===== src/rtl/trap_controller_if.sv =====
// Fetch-redirect handshake between the trap controller and instruction fetch.
//   redirect_valid : controller -> fetch, a new PC is presented
//   redirect_pc    : controller -> fetch, target PC, stable while valid
//   redirect_ready : fetch -> controller, redirect accepted this cycle
interface trap_controller_if #(
  parameter int unsigned XLEN = 32
) ();
  logic            redirect_valid;
  logic [XLEN-1:0] redirect_pc;
  logic            redirect_ready;

  modport master (
    output redirect_valid,
    output redirect_pc,
    input  redirect_ready
  );

  modport slave (
    input  redirect_valid,
    input  redirect_pc,
    output redirect_ready
  );
endinterface


===== src/rtl/trap_controller.sv =====
// Machine-mode trap controller: arbitrates exceptions, external/timer
// interrupts and MRET, sequences the CSR updates (mepc/mcause/mtval, then
// mstatus) and hands the new PC to fetch over a valid/ready redirect.
// Ports:
//   clk, rst               clock, synchronous active-high reset
//   exc_*                  synchronous exception request with cause/pc/tval
//   mret_req, int_ok       MRET retiring / instruction boundary reached
//   timeint, extint        level interrupt lines
//   debug, mstatus_*, mie_* current CSR state used for masking and stacking
//   mtvec, mepc, next_pc   trap vector, return PC, PC saved for interrupts
//   ack, busy              request accepted pulse / sequence in progress
//   redir                  fetch redirect handshake (master side)
//   *_we, *_in             CSR write strobes and write data
// All outputs are registered; each is visible the cycle after the FSM
// state that produces it, giving ack@0, SAVE@1, STATUS@2, redirect@3.
module trap_controller #(
  parameter int unsigned XLEN = 32
) (
  input  logic            clk,
  input  logic            rst,
  input  logic            exc_req,
  input  logic [3:0]      exc_cause,
  input  logic [XLEN-1:0] exc_pc,
  input  logic [XLEN-1:0] exc_tval,
  input  logic            mret_req,
  input  logic            int_ok,
  input  logic            timeint,
  input  logic            extint,
  input  logic            debug,
  input  logic            mstatus_mie,
  input  logic            mstatus_mpie,
  input  logic            mie_mtie,
  input  logic            mie_meie,
  input  logic [XLEN-1:0] mtvec,
  input  logic [XLEN-1:0] mepc,
  input  logic [XLEN-1:0] next_pc,
  output logic            ack,
  output logic            busy,
  trap_controller_if.master redir,
  output logic            mepc_we,
  output logic [XLEN-1:0] mepc_in,
  output logic            mcause_we,
  output logic [XLEN-1:0] mcause_in,
  output logic            mtval_we,
  output logic [XLEN-1:0] mtval_in,
  output logic            mstatus_we,
  output logic            mstatus_mie_in,
  output logic            mstatus_mpie_in
);

  localparam logic [3:0]      CODE_EXT = 4'd11;
  localparam logic [3:0]      CODE_TMR = 4'd7;
  localparam logic [XLEN-1:0] ALIGN_MASK = ~XLEN'(3);

  typedef enum logic [2:0] {
    S_IDLE,
    S_SAVE,
    S_STATUS,
    S_RESTORE,
    S_REDIRECT
  } state_t;

  state_t          state_q;
  logic            ack_q;
  logic            busy_q;
  logic            redirect_valid_q;
  logic [XLEN-1:0] redirect_pc_q;
  logic            mepc_we_q, mcause_we_q, mtval_we_q, mstatus_we_q;
  logic [XLEN-1:0] mepc_in_q, mcause_in_q, mtval_in_q;
  logic            mstatus_mie_in_q, mstatus_mpie_in_q;

  // Event context captured at acceptance.
  logic [XLEN-1:0] cause_q, epc_q, tval_q, target_q;

  logic            ext_pend, tmr_pend, accept, take_mret;
  logic [3:0]      irq_code;
  logic [XLEN-1:0] trap_base;
  logic [XLEN-1:0] cause_d, epc_d, tval_d, target_d;

  // Arbitration and trap context for the event that would be taken now.
  always_comb begin
    ext_pend  = extint  && mie_meie && mstatus_mie && int_ok && !debug;
    tmr_pend  = timeint && mie_mtie && mstatus_mie && int_ok && !debug;
    accept    = exc_req || ext_pend || tmr_pend || mret_req;
    take_mret = !exc_req && !ext_pend && !tmr_pend;
    irq_code  = ext_pend ? CODE_EXT : CODE_TMR;
    trap_base = mtvec & ALIGN_MASK;
    cause_d   = '0;
    epc_d     = '0;
    tval_d    = '0;
    target_d  = trap_base;
    if (exc_req) begin
      cause_d = {{(XLEN-4){1'b0}}, exc_cause};
      epc_d   = exc_pc & ALIGN_MASK;
      tval_d  = exc_tval;
    end else begin
      cause_d = {1'b1, {(XLEN-5){1'b0}}, irq_code};
      epc_d   = next_pc & ALIGN_MASK;
      // Vectored mode only for interrupts; modes 2/3 fall back to direct.
      if (mtvec[1:0] == 2'b01) begin
        target_d = trap_base + (XLEN'(irq_code) << 2);
      end
    end
  end

  // Sequencing FSM with registered outputs.
  always_ff @(posedge clk) begin
    if (rst) begin
      state_q           <= S_IDLE;
      ack_q             <= 1'b0;
      busy_q            <= 1'b0;
      redirect_valid_q  <= 1'b0;
      redirect_pc_q     <= '0;
      mepc_we_q         <= 1'b0;
      mcause_we_q       <= 1'b0;
      mtval_we_q        <= 1'b0;
      mstatus_we_q      <= 1'b0;
      mepc_in_q         <= '0;
      mcause_in_q       <= '0;
      mtval_in_q        <= '0;
      mstatus_mie_in_q  <= 1'b0;
      mstatus_mpie_in_q <= 1'b0;
      cause_q           <= '0;
      epc_q             <= '0;
      tval_q            <= '0;
      target_q          <= '0;
    end else begin
      // Strobes are single-cycle pulses unless re-asserted below.
      ack_q        <= 1'b0;
      mepc_we_q    <= 1'b0;
      mcause_we_q  <= 1'b0;
      mtval_we_q   <= 1'b0;
      mstatus_we_q <= 1'b0;
      case (state_q)
        S_IDLE: begin
          if (accept) begin
            ack_q    <= 1'b1;
            busy_q   <= 1'b1;
            cause_q  <= cause_d;
            epc_q    <= epc_d;
            tval_q   <= tval_d;
            target_q <= target_d;
            state_q  <= take_mret ? S_RESTORE : S_SAVE;
          end
        end
        S_SAVE: begin
          mepc_we_q   <= 1'b1;
          mcause_we_q <= 1'b1;
          mtval_we_q  <= 1'b1;
          mepc_in_q   <= epc_q;
          mcause_in_q <= cause_q;
          mtval_in_q  <= tval_q;
          state_q     <= S_STATUS;
        end
        S_STATUS: begin
          mstatus_we_q      <= 1'b1;
          mstatus_mie_in_q  <= 1'b0;
          mstatus_mpie_in_q <= mstatus_mie;
          redirect_pc_q     <= target_q;
          state_q           <= S_REDIRECT;
        end
        S_RESTORE: begin
          mstatus_we_q      <= 1'b1;
          mstatus_mie_in_q  <= mstatus_mpie;
          mstatus_mpie_in_q <= 1'b1;
          redirect_pc_q     <= mepc & ALIGN_MASK;
          state_q           <= S_REDIRECT;
        end
        S_REDIRECT: begin
          // Handshake completes on a cycle where valid is already visible.
          if (redirect_valid_q && redir.redirect_ready) begin
            redirect_valid_q <= 1'b0;
            busy_q           <= 1'b0;
            state_q          <= S_IDLE;
          end else begin
            redirect_valid_q <= 1'b1;
          end
        end
        default: begin
          state_q <= S_IDLE;
        end
      endcase
    end
  end

  assign ack                  = ack_q;
  assign busy                 = busy_q;
  assign redir.redirect_valid = redirect_valid_q;
  assign redir.redirect_pc    = redirect_pc_q;
  assign mepc_we              = mepc_we_q;
  assign mepc_in              = mepc_in_q;
  assign mcause_we            = mcause_we_q;
  assign mcause_in            = mcause_in_q;
  assign mtval_we             = mtval_we_q;
  assign mtval_in             = mtval_in_q;
  assign mstatus_we           = mstatus_we_q;
  assign mstatus_mie_in       = mstatus_mie_in_q;
  assign mstatus_mpie_in      = mstatus_mpie_in_q;

endmodule


===== src/flat_wrapper.sv =====
// flat-port wrapper written by rule: the top's interface ports become plain ports
module trap_controller_flat 
#(
  parameter int unsigned XLEN = 32
)
  (clk, rst, exc_req, exc_cause, exc_pc, exc_tval, mret_req, int_ok, timeint, extint, debug, mstatus_mie, mstatus_mpie, mie_mtie, mie_meie, mtvec, mepc, next_pc, ack, busy, mepc_we, mepc_in, mcause_we, mcause_in, mtval_we, mtval_in, mstatus_we, mstatus_mie_in, mstatus_mpie_in, redir_redirect_valid, redir_redirect_pc, redir_redirect_ready);
  trap_controller_if #(.XLEN(XLEN)) redir_i ();
  input  logic clk;
  input  logic rst;
  input  logic exc_req;
  input  logic [3:0] exc_cause;
  input  logic [XLEN-1:0] exc_pc;
  input  logic [XLEN-1:0] exc_tval;
  input  logic mret_req;
  input  logic int_ok;
  input  logic timeint;
  input  logic extint;
  input  logic debug;
  input  logic mstatus_mie;
  input  logic mstatus_mpie;
  input  logic mie_mtie;
  input  logic mie_meie;
  input  logic [XLEN-1:0] mtvec;
  input  logic [XLEN-1:0] mepc;
  input  logic [XLEN-1:0] next_pc;
  output logic ack;
  output logic busy;
  output logic mepc_we;
  output logic [XLEN-1:0] mepc_in;
  output logic mcause_we;
  output logic [XLEN-1:0] mcause_in;
  output logic mtval_we;
  output logic [XLEN-1:0] mtval_in;
  output logic mstatus_we;
  output logic mstatus_mie_in;
  output logic mstatus_mpie_in;
  output wire logic [$bits(redir_i.redirect_valid)-1:0] redir_redirect_valid;
  output wire logic [$bits(redir_i.redirect_pc)-1:0] redir_redirect_pc;
  input wire logic [$bits(redir_i.redirect_ready)-1:0] redir_redirect_ready;
  assign redir_redirect_valid = redir_i.redirect_valid;
  assign redir_redirect_pc = redir_i.redirect_pc;
  assign redir_i.redirect_ready = redir_redirect_ready;
  trap_controller #(.XLEN(XLEN)) u_core (.clk(clk), .rst(rst), .exc_req(exc_req), .exc_cause(exc_cause), .exc_pc(exc_pc), .exc_tval(exc_tval), .mret_req(mret_req), .int_ok(int_ok), .timeint(timeint), .extint(extint), .debug(debug), .mstatus_mie(mstatus_mie), .mstatus_mpie(mstatus_mpie), .mie_mtie(mie_mtie), .mie_meie(mie_meie), .mtvec(mtvec), .mepc(mepc), .next_pc(next_pc), .ack(ack), .busy(busy), .redir(redir_i), .mepc_we(mepc_we), .mepc_in(mepc_in), .mcause_we(mcause_we), .mcause_in(mcause_in), .mtval_we(mtval_we), .mtval_in(mtval_in), .mstatus_we(mstatus_we), .mstatus_mie_in(mstatus_mie_in), .mstatus_mpie_in(mstatus_mpie_in));
endmodule

===== config.mk =====
export PLATFORM = sky130hd
export DESIGN_NAME = trap_controller_flat
export DESIGN_NICKNAME = d
export VERILOG_FILES = /design/src/rtl/trap_controller_if.sv /design/src/rtl/trap_controller.sv /design/src/flat_wrapper.sv
export SDC_FILE = /design/constraint.sdc
export NUM_CORES = 1
export LEC_CHECK = 0
export CAP_MARGIN = 20
export CORE_ASPECT_RATIO = 1.2
export CORE_MARGIN = 3
export CORE_UTILIZATION = 40
export CTS_CLUSTER_SIZE = 28
export DETAILED_ROUTE_END_ITERATION = 12
export PLACE_DENSITY = 0.75
export SLEW_MARGIN = 25
export SYNTH_ARGS = -nofsm -noshare
export SYNTH_HDL_FRONTEND = slang
export SYNTH_SLANG_ARGS = --single-unit

===== constraint.sdc =====
create_clock -name clk -period 7.2 [get_ports clk]
set_clock_uncertainty 0.2 [all_clocks]
set_input_delay 1.44 -clock clk [delete_from_list [all_inputs] [get_ports clk]]
set_output_delay 1.44 -clock clk [all_outputs]
set_load 0.03 [all_outputs]

==> impl_metrics.env <==
export IMPL_power_density_nw_per_um2=255.1
export IMPL_worstSetupPathDepth=9
export IMPL_ys_seq_area_share_pct=46.45
export IMPL_ant_nets=0
export IMPL_tightest_slew_ns=0.9709
export IMPL_layout_common_cells="clkdlybuf4s50_1, dfxtp_1, nand2_1, nor2_1, a21oi_1"
export IMPL_startpoint="debug"
export IMPL_core_area_um2=21260
export IMPL_cts_setup_buffers=0
export IMPL_io_buffers=276
export IMPL_swShare_pct=29.11
export IMPL_hold_end="u_core.mcause_in[31]$_SDFFE_PP0P_"
export IMPL_dieWidth_um=141.3
export IMPL_die_y_um=168.4
export IMPL_hold_buffers=0
export IMPL_seqPwrFrac_pct=41.7
export IMPL_rr_startpoint="u_core.state_q[0]$_SDFFE_PP0P_"
export IMPL_crit_slowest_cell="o21ai_4"
export IMPL_syn_to_final_growth_pct=39.58
export IMPL_cts_sinks=204
export IMPL_synth_area_leaders="dfxtp_1, nand2_1, a211oi_1"
export IMPL_grt_pass1_vias=7384
export IMPL_grt_max_degree=114
export IMPL_ios=314
export IMPL_dr_pass1_iters=5
export IMPL_cts_clk_slew_worst_paths_ns=0.06
export IMPL_worstPathMaxFanout=13
export IMPL_clk_latency_ns=0.51
export IMPL_rsz0062_at_grt="false"
export IMPL_vias=7726
export IMPL_cts_tree="done"
export IMPL_wl_per_cell_um=15.77
export IMPL_crit_arrival_ns=4.10
export IMPL_row_count=58
export IMPL_finalSetupTns_ns=0
export IMPL_synthArstFlopShare_pct=0
export IMPL_track_usage_pct=19.19
export IMPL_ir_drop_v=0.0002089
export IMPL_post_route_period_util_pct=54.08
export IMPL_cpPeakStageDelay_ns=0.54
export IMPL_synthDistinctLibCells=48
export IMPL_startpoint_type="input port"
export IMPL_whs_path_depth=2
export IMPL_hpwl_um=16080
export IMPL_syn_avg_cell_area_um2=8.654
export IMPL_cap_violations=0
export IMPL_required_ns=7.41
export IMPL_cts_max_path_buffers=3
export IMPL_fillCellCount=1921
export IMPL_fin_nets=1419
export IMPL_drt_vias_per_instance=5.063
export IMPL_regArea_um2=4085
export IMPL_yosysWarningCount=0
export IMPL_switchingPower_mw=0.9110
export IMPL_synth_edf_count=0
export IMPL_synth_top_cell_area_share_pct=46.45
export IMPL_min_from="u_core.cause_q[31]$_SDFFE_PP0P_"
export IMPL_initial_core_util_pct=41.35
export IMPL_ys_ff_latch=204
export IMPL_synth_flop_cell="dfxtp_1"
export IMPL_multiInputGateArea_um2=4222
export IMPL_combinationalPowerShare_pct=21.8
export IMPL_dr_first_iter_drc_count=368
export IMPL_power_leakage_nw=4.313
export IMPL_antenna_found_initial=1
export IMPL_path_delay_family="compound AO/OA/AOI/OAI gates"
export IMPL_final_core_util_pct=57.71
export IMPL_min_period_ns=3.894
export IMPL_worst_r2r_path_depth=7
export IMPL_rrSetupSlack_ns=4.51
export IMPL_hp_class="reg2reg"
export IMPL_gp_congestion=0.7990
export IMPL_synth_area_um2=8792
export IMPL_cts_root_buf="clkbuf_16"
export IMPL_hold_viol_final=0
export IMPL_p_int_mw=2.219
export IMPL_critPathKind="in2reg"
export IMPL_cp_num_buf_inv=1
export IMPL_drive_gt1_share_pct=6.454
export IMPL_layout_commonest_cell="clkdlybuf4s50_1"
export IMPL_cts_made_buffers=22
export IMPL_dieArea_um2=23800
export IMPL_fmax_mhz=256.8
export IMPL_slew_violations=0
export IMPL_grt_overflow_total=0
export IMPL_cts_htree_levels=1
export IMPL_max_slew_margin_pct=35.28
export IMPL_cts_resized=0
export IMPL_post_route_drc_count=0
export IMPL_synth_top_cell_by_area="dfxtp_1"
export IMPL_endpoint_kind="register"
export IMPL_synthesis_instances=1016
export IMPL_reg2reg_to="u_core.target_q[3]$_SDFFE_PP0P_"
export IMPL_drt_wl_total_um=24070
export IMPL_grt_pass1_wl_um=37970
export IMPL_outcome="finished, final reports clean"
export IMPL_p_clk_share_pct=36.5
export IMPL_setup_violations=0
export IMPL_crit_chain="clkdlybuf4s50_1, nand3b_1, or2_2, ha_1, nor2b_1, o21ai_4, a21boi_0, xnor2_1, a211oi_1"
[synthesized netlist by cell type, types with 2 or more instances]
cell	instances
dfxtp_1	204
nand2_1	181
nor2_1	110
a21oi_1	107
a211oi_1	86
mux2i_1	62
clkbuf_1	57
nand3_1	41
buf_4	33
xnor2_1	28
buf_2	15
nor3_1	12
inv_1	10
buf_1	9
a211oi_2	8
a2111oi_4	6
and4_1	3
buf_6	3
ha_1	3
nor3b_1	3
nor4_2	3
and3_1	2
nand3b_1	2
nand4_1	2
nor2b_1	2
or2_2	2
[worst register-to-register path: cells and delay by family (launching register included)]
| family | cells | cell delay (ns) |
|---|---|---|
| buffers and inverters | 3 | 1.22 |
| AOI/OAI and AO/OA | 3 | 0.67 |
| DFF | 1 | 0.31 |
| and+or+nand+nor | 1 | 0.22 |
[how the worst max path moves through the flow]
stage / slack (ns) / end
finish: 3.31 / u_core.target_q[6]$_SDFFE_PP0P_
global route: 3.12 / u_core.target_q[6]$_SDFFE_PP0P_
CTS: 2.99 / u_core.target_q[6]$_SDFFE_PP0P_
detailed placement: 2.46 / u_core.target_q[6]$_SDFFE_PP0P_
global placement: 2.50 / u_core.target_q[6]$_SDFFE_PP0P_
floorplan: 3.30 / u_core.target_q[6]$_SDFFE_PP0P_
[flip-flops by register name (all words and copies together), names as in the netlist, 3 cells and up]
| name | flops |
|---|---|
| u_core.mtval_in | 32 |
| u_core.tval_q | 32 |
| u_core.epc_q | 30 |
| u_core.mepc_in | 30 |
| u_core.redir.redirect_pc | 30 |
| u_core.target_q | 30 |
| u_core.cause_q | 5 |
| u_core.mcause_in | 5 |
| u_core.state_q | 3 |
[per-layer routing]
layer	routed length (µm)	up-vias	part of all wire [%]	track usage, %
li1	-	3883	-	-
met1	9760	3574	41	23.07
met2	12260	228	51	34.63
met3	1470	41	6.1	3.381
met4	579	0	2.4	5.900
met5	0	-	0	0
[final cells by class]
class	count	area share [%]
Multi-Input combinational cell	715	34.40
Sequential cell	204	33.29
Inverter	10	0.3059
Timing Repair Buffer	286	23.11
Clock inverter	5	0.4996
Tap cell	270	2.753
Antenna cell	1	0.02039
Clock buffer	35	5.618
[logic make-up (layout without fill, tap and decap cells)]
family,Yosys count,count (layout),synth area share [%]
mux,62,62,7.059
buf+inv,127,336,7.300
fa+ha+maj,3,3,0.4270
xor+xnor,29,29,2.889
flops,204,204,46.45
compound gates,218,218,17.59
simple gates,372,372,18.24
other cells,1,32,0.04265
[power groups by stage]
stage | Sequential (mW) | Clock, mW | Combinational (mW)
global placement | 1.32 | 0 | 0.677
detailed placement | 1.33 | 0 | 0.685
global route | 1.32 | 1.22 | 0.744
CTS | 1.30 | 1.18 | 0.688
floorplan | 1.39 | 0 | 0.372
finish | 1.30 | 1.14 | 0.682
[stage by stage]
stage | total power, mW | hold slack, ns | setup WS, ns | area, µm² | cells
finish | 3.130 | 0.2438 | 3.306 | 12270 | 1526
global route | 3.280 | 0.2601 | 3.124 | 12270 | 1526
CTS | 3.171 | 0.2442 | 2.986 | 12260 | 1525
detailed placement | 2.012 | 0.2414 | 2.458 | 11510 | 1485
global placement | 2.001 | 0.2351 | 2.496 | 11510 | 1485
floorplan | 1.762 | 0.2313 | 3.301 | 8905 | 1046
(Power assumes the default switching activity.)
